==> src/rtl/m68k_bus_cycle_sequencer_pkg.sv <==
// Shared types and constants for the 68000-style bus cycle sequencer.
package m68k_bus_cycle_sequencer_pkg;

   // One state per half MC clock of a bus cycle, plus idle and the pre-S1 wait.
   typedef enum logic [3:0] {
      StIdle,
      StWaitF,
      StS1,
      StS2,
      StS3,
      StS4,
      StS5,
      StS6,
      StS7
   } state_e;

   // Byte enables are {UDS, LDS}, active-high.
   localparam logic [1:0] BE_WORD  = 2'b11;
   localparam logic [1:0] BE_UPPER = 2'b10;
   localparam logic [1:0] BE_LOWER = 2'b01;

   localparam int unsigned DEFAULT_TIMEOUT_CYCLES = 1024;

   // Active-low {UDS_N, LDS_N} for a byte-enable pair; 2'b00 leaves both high.
   function automatic logic [1:0] be_to_strobe_n(logic [1:0] be);
      if (be == BE_WORD) begin
         return 2'b00;
      end
      return {~|(be & BE_UPPER), ~|(be & BE_LOWER)};
   endfunction

endpackage

==> src/rtl/m68k_dtack_watchdog.sv <==
// Counts MC falling edges spent in S4 without DTACK; flags expiry on the last allowed edge.
module m68k_dtack_watchdog #(
   parameter int unsigned TIMEOUT_CYCLES = 1024,
   parameter int unsigned TO_W           = 11
) (
   input  logic SYSCLK,
   input  logic RESET,
   input  logic clear,
   input  logic tick,
   input  logic dtack_seen,
   output logic expired
);

   // TO_W must hold TIMEOUT_CYCLES-1; the counter stops there instead of wrapping.
   localparam logic [TO_W-1:0] TMax = TO_W'(TIMEOUT_CYCLES - 1);

   logic [TO_W-1:0] timer_q, timer_d;

   // Next timer value: clear wins, then saturating increment on a DTACK-less tick.
   always_comb begin
      timer_d = timer_q;
      if (clear) begin
         timer_d = '0;
      end else if (tick && !dtack_seen && (timer_q != TMax)) begin
         timer_d = timer_q + 1'b1;
      end
   end

   // Timer register, same edge as the strobe producer.
   always_ff @(negedge SYSCLK) begin
      if (RESET) begin
         timer_q <= '0;
      end else begin
         timer_q <= timer_d;
      end
   end

   assign expired = (timer_q == TMax);

endmodule

==> src/rtl/m68k_bus_cycle_sequencer.sv <==
// Runs one 68000-style read or write bus cycle per accepted request, paced by MC clock strobes.
module m68k_bus_cycle_sequencer
   import m68k_bus_cycle_sequencer_pkg::*;
#(
   parameter int unsigned TIMEOUT_CYCLES = DEFAULT_TIMEOUT_CYCLES,
   parameter int unsigned TO_W           = 11
) (
   input  logic        SYSCLK,
   input  logic        RESET,
   input  logic        MCCLK_FALLING,
   input  logic        MCCLK_RISING,
   input  logic        DTACK_LATCH,
   input  logic        REQ_VALID,
   output logic        REQ_READY,
   input  logic [22:0] REQ_ADDR,
   input  logic        REQ_RW,
   input  logic [1:0]  REQ_BE,
   input  logic [15:0] REQ_WDATA,
   output logic        RESP_VALID,
   output logic [15:0] RESP_RDATA,
   output logic        RESP_ERR,
   output logic [22:0] BUS_A,
   input  logic [15:0] BUS_D_IN,
   output logic [15:0] BUS_D_OUT,
   output logic        BUS_D_OE,
   output logic        BUS_AS_N,
   output logic        BUS_UDS_N,
   output logic        BUS_LDS_N,
   output logic        BUS_RW
);

   state_e      state_q, state_d;
   logic [22:0] addr_q, addr_d;
   logic        rw_q, rw_d;
   logic [1:0]  be_q, be_d;
   logic [15:0] wdata_q, wdata_d;
   logic        err_q, err_d;
   logic        dtack_seen_q, dtack_seen_d;
   logic        ready_q, ready_d;
   logic        resp_valid_q, resp_valid_d;
   logic [15:0] resp_rdata_q, resp_rdata_d;
   logic        resp_err_q, resp_err_d;
   logic [22:0] bus_a_q, bus_a_d;
   logic [15:0] d_out_q, d_out_d;
   logic        d_oe_q, d_oe_d;
   logic        as_n_q, as_n_d;
   logic        uds_n_q, uds_n_d;
   logic        lds_n_q, lds_n_d;
   logic        bus_rw_q, bus_rw_d;

   logic        fall, rise, dtack_now, expired, in_dtack_window;

   // Both strobes at once is illegal; treating it as neither makes the state hold.
   assign fall      = MCCLK_FALLING & ~MCCLK_RISING;
   assign rise      = MCCLK_RISING & ~MCCLK_FALLING;
   // A DTACK pulse coinciding with the S4 falling edge still terminates the wait.
   assign dtack_now = dtack_seen_q | DTACK_LATCH;

   assign in_dtack_window = (state_q == StS1) || (state_q == StS2) ||
                            (state_q == StS3) || (state_q == StS4);

   m68k_dtack_watchdog #(
      .TIMEOUT_CYCLES (TIMEOUT_CYCLES),
      .TO_W           (TO_W)
   ) u_watchdog (
      .SYSCLK     (SYSCLK),
      .RESET      (RESET),
      .clear      (state_q == StIdle),
      .tick       ((state_q == StS4) && fall),
      .dtack_seen (dtack_now),
      .expired    (expired)
   );

   // Next-state and pin/response updates; each state acts only on its own strobe.
   always_comb begin
      state_d      = state_q;
      addr_d       = addr_q;
      rw_d         = rw_q;
      be_d         = be_q;
      wdata_d      = wdata_q;
      err_d        = err_q;
      dtack_seen_d = dtack_seen_q;
      ready_d      = ready_q;
      resp_valid_d = 1'b0;
      resp_rdata_d = resp_rdata_q;
      resp_err_d   = resp_err_q;
      bus_a_d      = bus_a_q;
      d_out_d      = d_out_q;
      d_oe_d       = d_oe_q;
      as_n_d       = as_n_q;
      uds_n_d      = uds_n_q;
      lds_n_d      = lds_n_q;
      bus_rw_d     = bus_rw_q;

      unique case (state_q)
         StIdle: begin
            if (REQ_VALID && ready_q) begin
               addr_d  = REQ_ADDR;
               rw_d    = REQ_RW;
               be_d    = REQ_BE;
               wdata_d = REQ_WDATA;
               err_d   = 1'b0;
               ready_d = 1'b0;
               state_d = StWaitF;
            end
         end
         StWaitF: begin
            if (fall) begin
               bus_a_d  = addr_q;
               bus_rw_d = rw_q;
               state_d  = StS1;
            end
         end
         StS1: begin
            if (rise) begin
               as_n_d = 1'b0;
               if (rw_q) begin
                  {uds_n_d, lds_n_d} = be_to_strobe_n(be_q);
               end
               state_d = StS2;
            end
         end
         StS2: begin
            if (fall) begin
               if (!rw_q) begin
                  d_out_d = wdata_q;
                  d_oe_d  = 1'b1;
               end
               state_d = StS3;
            end
         end
         StS3: begin
            if (rise) begin
               if (!rw_q) begin
                  {uds_n_d, lds_n_d} = be_to_strobe_n(be_q);
               end
               state_d = StS4;
            end
         end
         StS4: begin
            if (fall) begin
               if (dtack_now) begin
                  state_d = StS5;
               end else if (expired) begin
                  err_d   = 1'b1;
                  state_d = StS5;
               end
            end
         end
         StS5: begin
            if (rise) begin
               state_d = StS6;
            end
         end
         StS6: begin
            if (fall) begin
               if (rw_q) begin
                  resp_rdata_d = BUS_D_IN;
               end
               as_n_d  = 1'b1;
               uds_n_d = 1'b1;
               lds_n_d = 1'b1;
               state_d = StS7;
            end
         end
         StS7: begin
            if (rise) begin
               d_oe_d       = 1'b0;
               bus_rw_d     = 1'b1;
               resp_valid_d = 1'b1;
               resp_err_d   = err_q;
               ready_d      = 1'b1;
               state_d      = StIdle;
            end
         end
         default: begin
            state_d = StIdle;
         end
      endcase

      if (state_d == StIdle) begin
         dtack_seen_d = 1'b0;
      end else if (DTACK_LATCH && in_dtack_window) begin
         dtack_seen_d = 1'b1;
      end
   end

   // State and output registers; reset releases the bus on the very next SYSCLK.
   always_ff @(negedge SYSCLK) begin
      if (RESET) begin
         state_q      <= StIdle;
         addr_q       <= '0;
         rw_q         <= 1'b1;
         be_q         <= '0;
         wdata_q      <= '0;
         err_q        <= 1'b0;
         dtack_seen_q <= 1'b0;
         ready_q      <= 1'b1;
         resp_valid_q <= 1'b0;
         resp_rdata_q <= '0;
         resp_err_q   <= 1'b0;
         bus_a_q      <= '0;
         d_out_q      <= '0;
         d_oe_q       <= 1'b0;
         as_n_q       <= 1'b1;
         uds_n_q      <= 1'b1;
         lds_n_q      <= 1'b1;
         bus_rw_q     <= 1'b1;
      end else begin
         state_q      <= state_d;
         addr_q       <= addr_d;
         rw_q         <= rw_d;
         be_q         <= be_d;
         wdata_q      <= wdata_d;
         err_q        <= err_d;
         dtack_seen_q <= dtack_seen_d;
         ready_q      <= ready_d;
         resp_valid_q <= resp_valid_d;
         resp_rdata_q <= resp_rdata_d;
         resp_err_q   <= resp_err_d;
         bus_a_q      <= bus_a_d;
         d_out_q      <= d_out_d;
         d_oe_q       <= d_oe_d;
         as_n_q       <= as_n_d;
         uds_n_q      <= uds_n_d;
         lds_n_q      <= lds_n_d;
         bus_rw_q     <= bus_rw_d;
      end
   end

   assign REQ_READY  = ready_q;
   assign RESP_VALID = resp_valid_q;
   assign RESP_RDATA = resp_rdata_q;
   assign RESP_ERR   = resp_err_q;
   assign BUS_A      = bus_a_q;
   assign BUS_D_OUT  = d_out_q;
   assign BUS_D_OE   = d_oe_q;
   assign BUS_AS_N   = as_n_q;
   assign BUS_UDS_N  = uds_n_q;
   assign BUS_LDS_N  = lds_n_q;
   assign BUS_RW     = bus_rw_q;

endmodule

==> config.mk <==
export PLATFORM = sky130hd
export DESIGN_NAME = m68k_bus_cycle_sequencer
export DESIGN_NICKNAME = d
export VERILOG_FILES = /design/src/rtl/m68k_bus_cycle_sequencer_pkg.sv /design/src/rtl/m68k_dtack_watchdog.sv /design/src/rtl/m68k_bus_cycle_sequencer.sv
export SDC_FILE = /design/constraint.sdc
export NUM_CORES = 1
export LEC_CHECK = 0
export BUFFER_PORTS_ARGS = -buffer_cell sky130_fd_sc_hd__clkbuf_2
export CAP_MARGIN = 20
export CORE_MARGIN = 8
export CORE_UTILIZATION = 45
export CTS_CLUSTER_SIZE = 14
export DETAILED_ROUTE_END_ITERATION = 8
export PLACE_DENSITY = 0.66
export SYNTH_ARGS = -nofsm -noshare
export SYNTH_HDL_FRONTEND = slang
export SYNTH_HIERARCHICAL = 1
export SYNTH_SLANG_ARGS = --single-unit
==> constraint.sdc <==
create_clock -name SYSCLK -period 3.5 [get_ports SYSCLK]
set_input_delay 0.7 -clock SYSCLK [delete_from_list [all_inputs] [get_ports SYSCLK]]
set_output_delay 0.7 -clock SYSCLK [all_outputs]
set_load 0.02 [all_outputs]
==> impl_results.md <==
- Hold wc startpoint: wdata_q[0]
- Core area: between 10000 and 15000 um^2
- Sink Count: approximately 120
- Sequential area share after synthesis: around half
- Setup crit end kind: flop
- Yosys reg bits: 122
- Syn avg cell area: 8.488 um^2
- P_sw: 1.215 mW
- Number of distinct library cells after synthesis: 55
- CP max FO: 6
- Internal cell power: between 2 and 3 mW
- Critical path class: input pin to flop
- Pleak: 3.402 nW
- Fraction of layout cells with a size suffix above 1: 25.09%
- Pwr/cell area: 589.5 nW/um^2
- Tightest Pin Transition: ~0.7 ns
- Antenna viol nets, final: 0
- First-pass GRT wire length: approximately 22 mm
- Initial Utilization: 46.04%
- Synth Area in XOR/XNOR: less than 1%
- Chip height: 118.3 um
- Largest family of logic cells by synthesized area: simple AND/OR/NAND/NOR gates
- Comb pwr share: under 10%
- Setup bufs post-CTS: 0
- Worst EP required: roughly 2.2 ns
- Layout Nets: between 800 and 900
- Reg-to-Reg Start: state_q[2]
- TritonCTS clock tree: built
- Synth Instances: ~560
- Worst Setup SP: MCCLK_RISING
- Area Overhead vs Synth: 43.08%
- Die ar.: 14000 um^2
- Clock group share of total power: approximately 57%
- Worst-Skew Late Latency: 0.51 ns
- Final setup vio count: 0
- Peak VDD IR: 0.3109 mV
- WL per Instance: roughly 13 um
- Hold_buf cts: 0
- Post-synth ARST share: 0%
- Root buf cell: clkbuf_8
- Hold crit path type: flop to flop
- Clock transition at the registers of the reported paths: ~0.05 ns
- HPWL Detailed: 8.373 mm
- H-tree depth: 4
- CTS Buffer Depth: 2
- Post-Synth Simple-Gate Area: approximately 25%
- Compound-cell area share of the yosys netlist: approximately an eighth
- Synth Area in Adders: less than 1%
- Via count: 4698
- Relative slew slack: 53.36%
- Synthesized net count: 620
- Final wirelength: 12.84 mm
- RSZ-0062 raised after global routing: yes
- Sw Ratio: approximately 31%
- Vias per Instance: about 4.9
- Arrival @ worst endpoint: 2.17 ns
- Port bufs: 126
- # DRC: 0
- Startpoint class of the critical path: input pin
- Total power: 3.973 mW
- GR Overflow Total: 0
- Vias in the first global route: ~5.2k
- Cell Area, Synth: around 4700 um^2
- Reg power frac: a little under two fifths
- CTS Buf Count: 17
- Mux cell area share after synthesis: 4.250%
- Clock Skew: 0.01932 ns
- Final hold violation count: 0
- I/O pin cnt: 127
- GRT Util Overall: 18.55%
- Pre-antenna DRT Iters: 4
- Initial antenna violation count: 0
- Final Max Tran Viols: 0
- Chip Width: 118.3 um
- Site Rows: 37
- Largest net degree at the start of global routing: 60
- Main synth FF type: dfxtp_1
- N_diodes: 0
- Post-synth EDFFs: 0
- Total negative slack: 0 ns
- Routability cong.: roughly 0.81
- Status: complete, no violations
- Yosys warning count: 6
- DRT iter0 DRCs: 393
- Max Cap Viol: 0
## area by class of cell
cell class	instances	area [um^2]
clock inverters	137	623.1
flip-flops and latches	122	2446
well taps	136	170.2
clock buffers	17	414.1
multi-input cells	387	2090
fillers	901	3491
repair buffers	153	978.4
inverters	5	18.77
## flip-flops by register name (all words and copies together) (netlist names), 2 cells and up
| name | cells |
|---|---|
| state_q | 4 |
| wdata_q | 16 |
| u_watchdog/timer_q | 11 |
| addr_q | 23 |
| BUS_A | 23 |
| RESP_RDATA | 16 |
| BUS_D_OUT | 16 |
| be_q | 2 |
## worst max-delay path: stages
cell,delay [ns]
clkbuf_2,0.09
nand3b_4,0.17
nor4b_4,0.26
nor2b_4,0.22
nand4_4,0.11
or4b_1,0.48
a21oi_1,0.13
## routing by layer
layer,wire length [um],track usage [%]
met1,5445,19.00
met2,6291,29.17
met3,922,9.900
met4,180,12.25
met5,0,0
## power by group through the flow
stage	Sequential, mW	Combinational [mW]	Clock [mW]
floorplan	1.48	0.146	0.215
global placement	1.49	0.216	0.215
detailed placement	1.49	0.220	0.215
CTS	1.47	0.223	2.34
global route	1.48	0.247	2.55
finish	1.47	0.223	2.28
## through the flow
stage | setup WS, ns | area (um^2) | hold WS, ns | utilization [%] | instances
final | 0.006773 | 6740 | 0.4397 | 65.88 | 957
after floorplan | -0.3752 | 4785 | 0.4163 | - | 555
after CTS | 0.0005806 | 6698 | 0.4443 | 65.46 | 957
after detailed placement | -0.5127 | 5650 | 0.4394 | 55.23 | 805
after global routing | -0.08157 | 6740 | 0.4633 | 65.88 | 957
after global placement | -0.4911 | 5650 | 0.4362 | 55.23 | 805
## cells in the final DEF (no fill, tap or decap), types with 5 or more instances in the layout
cell       synthesis  routed
buf_12             0       7
buf_4              3      36
mux2i_1           20      20
xor2_1             5       5
a21oi_1           93      93
inv_1              7     128
nand2_1          171     171
clkbuf_2           0      95
buf_2             11      12
nor2_1            31      31
dfxtp_1          122     119
nor3_1             5       5
clkbuf_16          0      16
## kinds of logic (layout without fill, tap and decap cells)
logic type | after synthesis | after routing
flip-flops | 122 | 122
multiplexers | 20 | 20
XOR/XNOR | 5 | 5
AO/OA/AOI/OAI | 112 | 112
AND/OR/NAND/NOR | 249 | 249
adder cells (fa/ha/maj) | 1 | 1
buffers and inverters | 46 | 312
## path summary, 6_finish.rpt
kind / to / slack (ns) / cells past startpoint
setup / recovery: u_watchdog/timer_q[9] / 0.007 / 7
hold / removal: BUS_D_OUT[0] / 0.44 / 2
setup reg to reg: u_watchdog/timer_q[9] / 1.38 / 5
hold reg to reg: BUS_D_OUT[0] / 0.44 / 2
## what timing repair did
item                                    CTS  global route
endpoints found under the setup margin    5            35
pin swaps                                 1             0
gates resized for setup                   6            46
## synth_stat cells, types with 2 or more instances
library cell / count / area [um^2]
buf_4: 3 / 22.52
or4_1: 4 / 30.03
nand2_1: 171 / 641.9
mux2i_1: 20 / 200.2
a21oi_1: 93 / 465.5
nand3b_1: 2 / 15.01
o31ai_1: 3 / 22.52
buf_2: 11 / 55.05
nor2_1: 31 / 116.4
buf_6: 5 / 56.30
dfxtp_1: 122 / 2442
a31oi_1: 3 / 18.77
nor3b_1: 2 / 15.01
nor4_2: 2 / 25.02
clkbuf_1: 19 / 71.32
nor2b_1: 3 / 18.77
nor4b_1: 2 / 17.52
inv_1: 7 / 26.28
xor2_1: 5 / 43.79
o21ai_0: 4 / 20.02
nand4b_1: 2 / 17.52
nor3_1: 5 / 25.02
nand3_1: 2 / 10.01
and4b_1: 2 / 20.02
nand3_2: 2 / 20.02
Power figures use the tool's default switching activity.
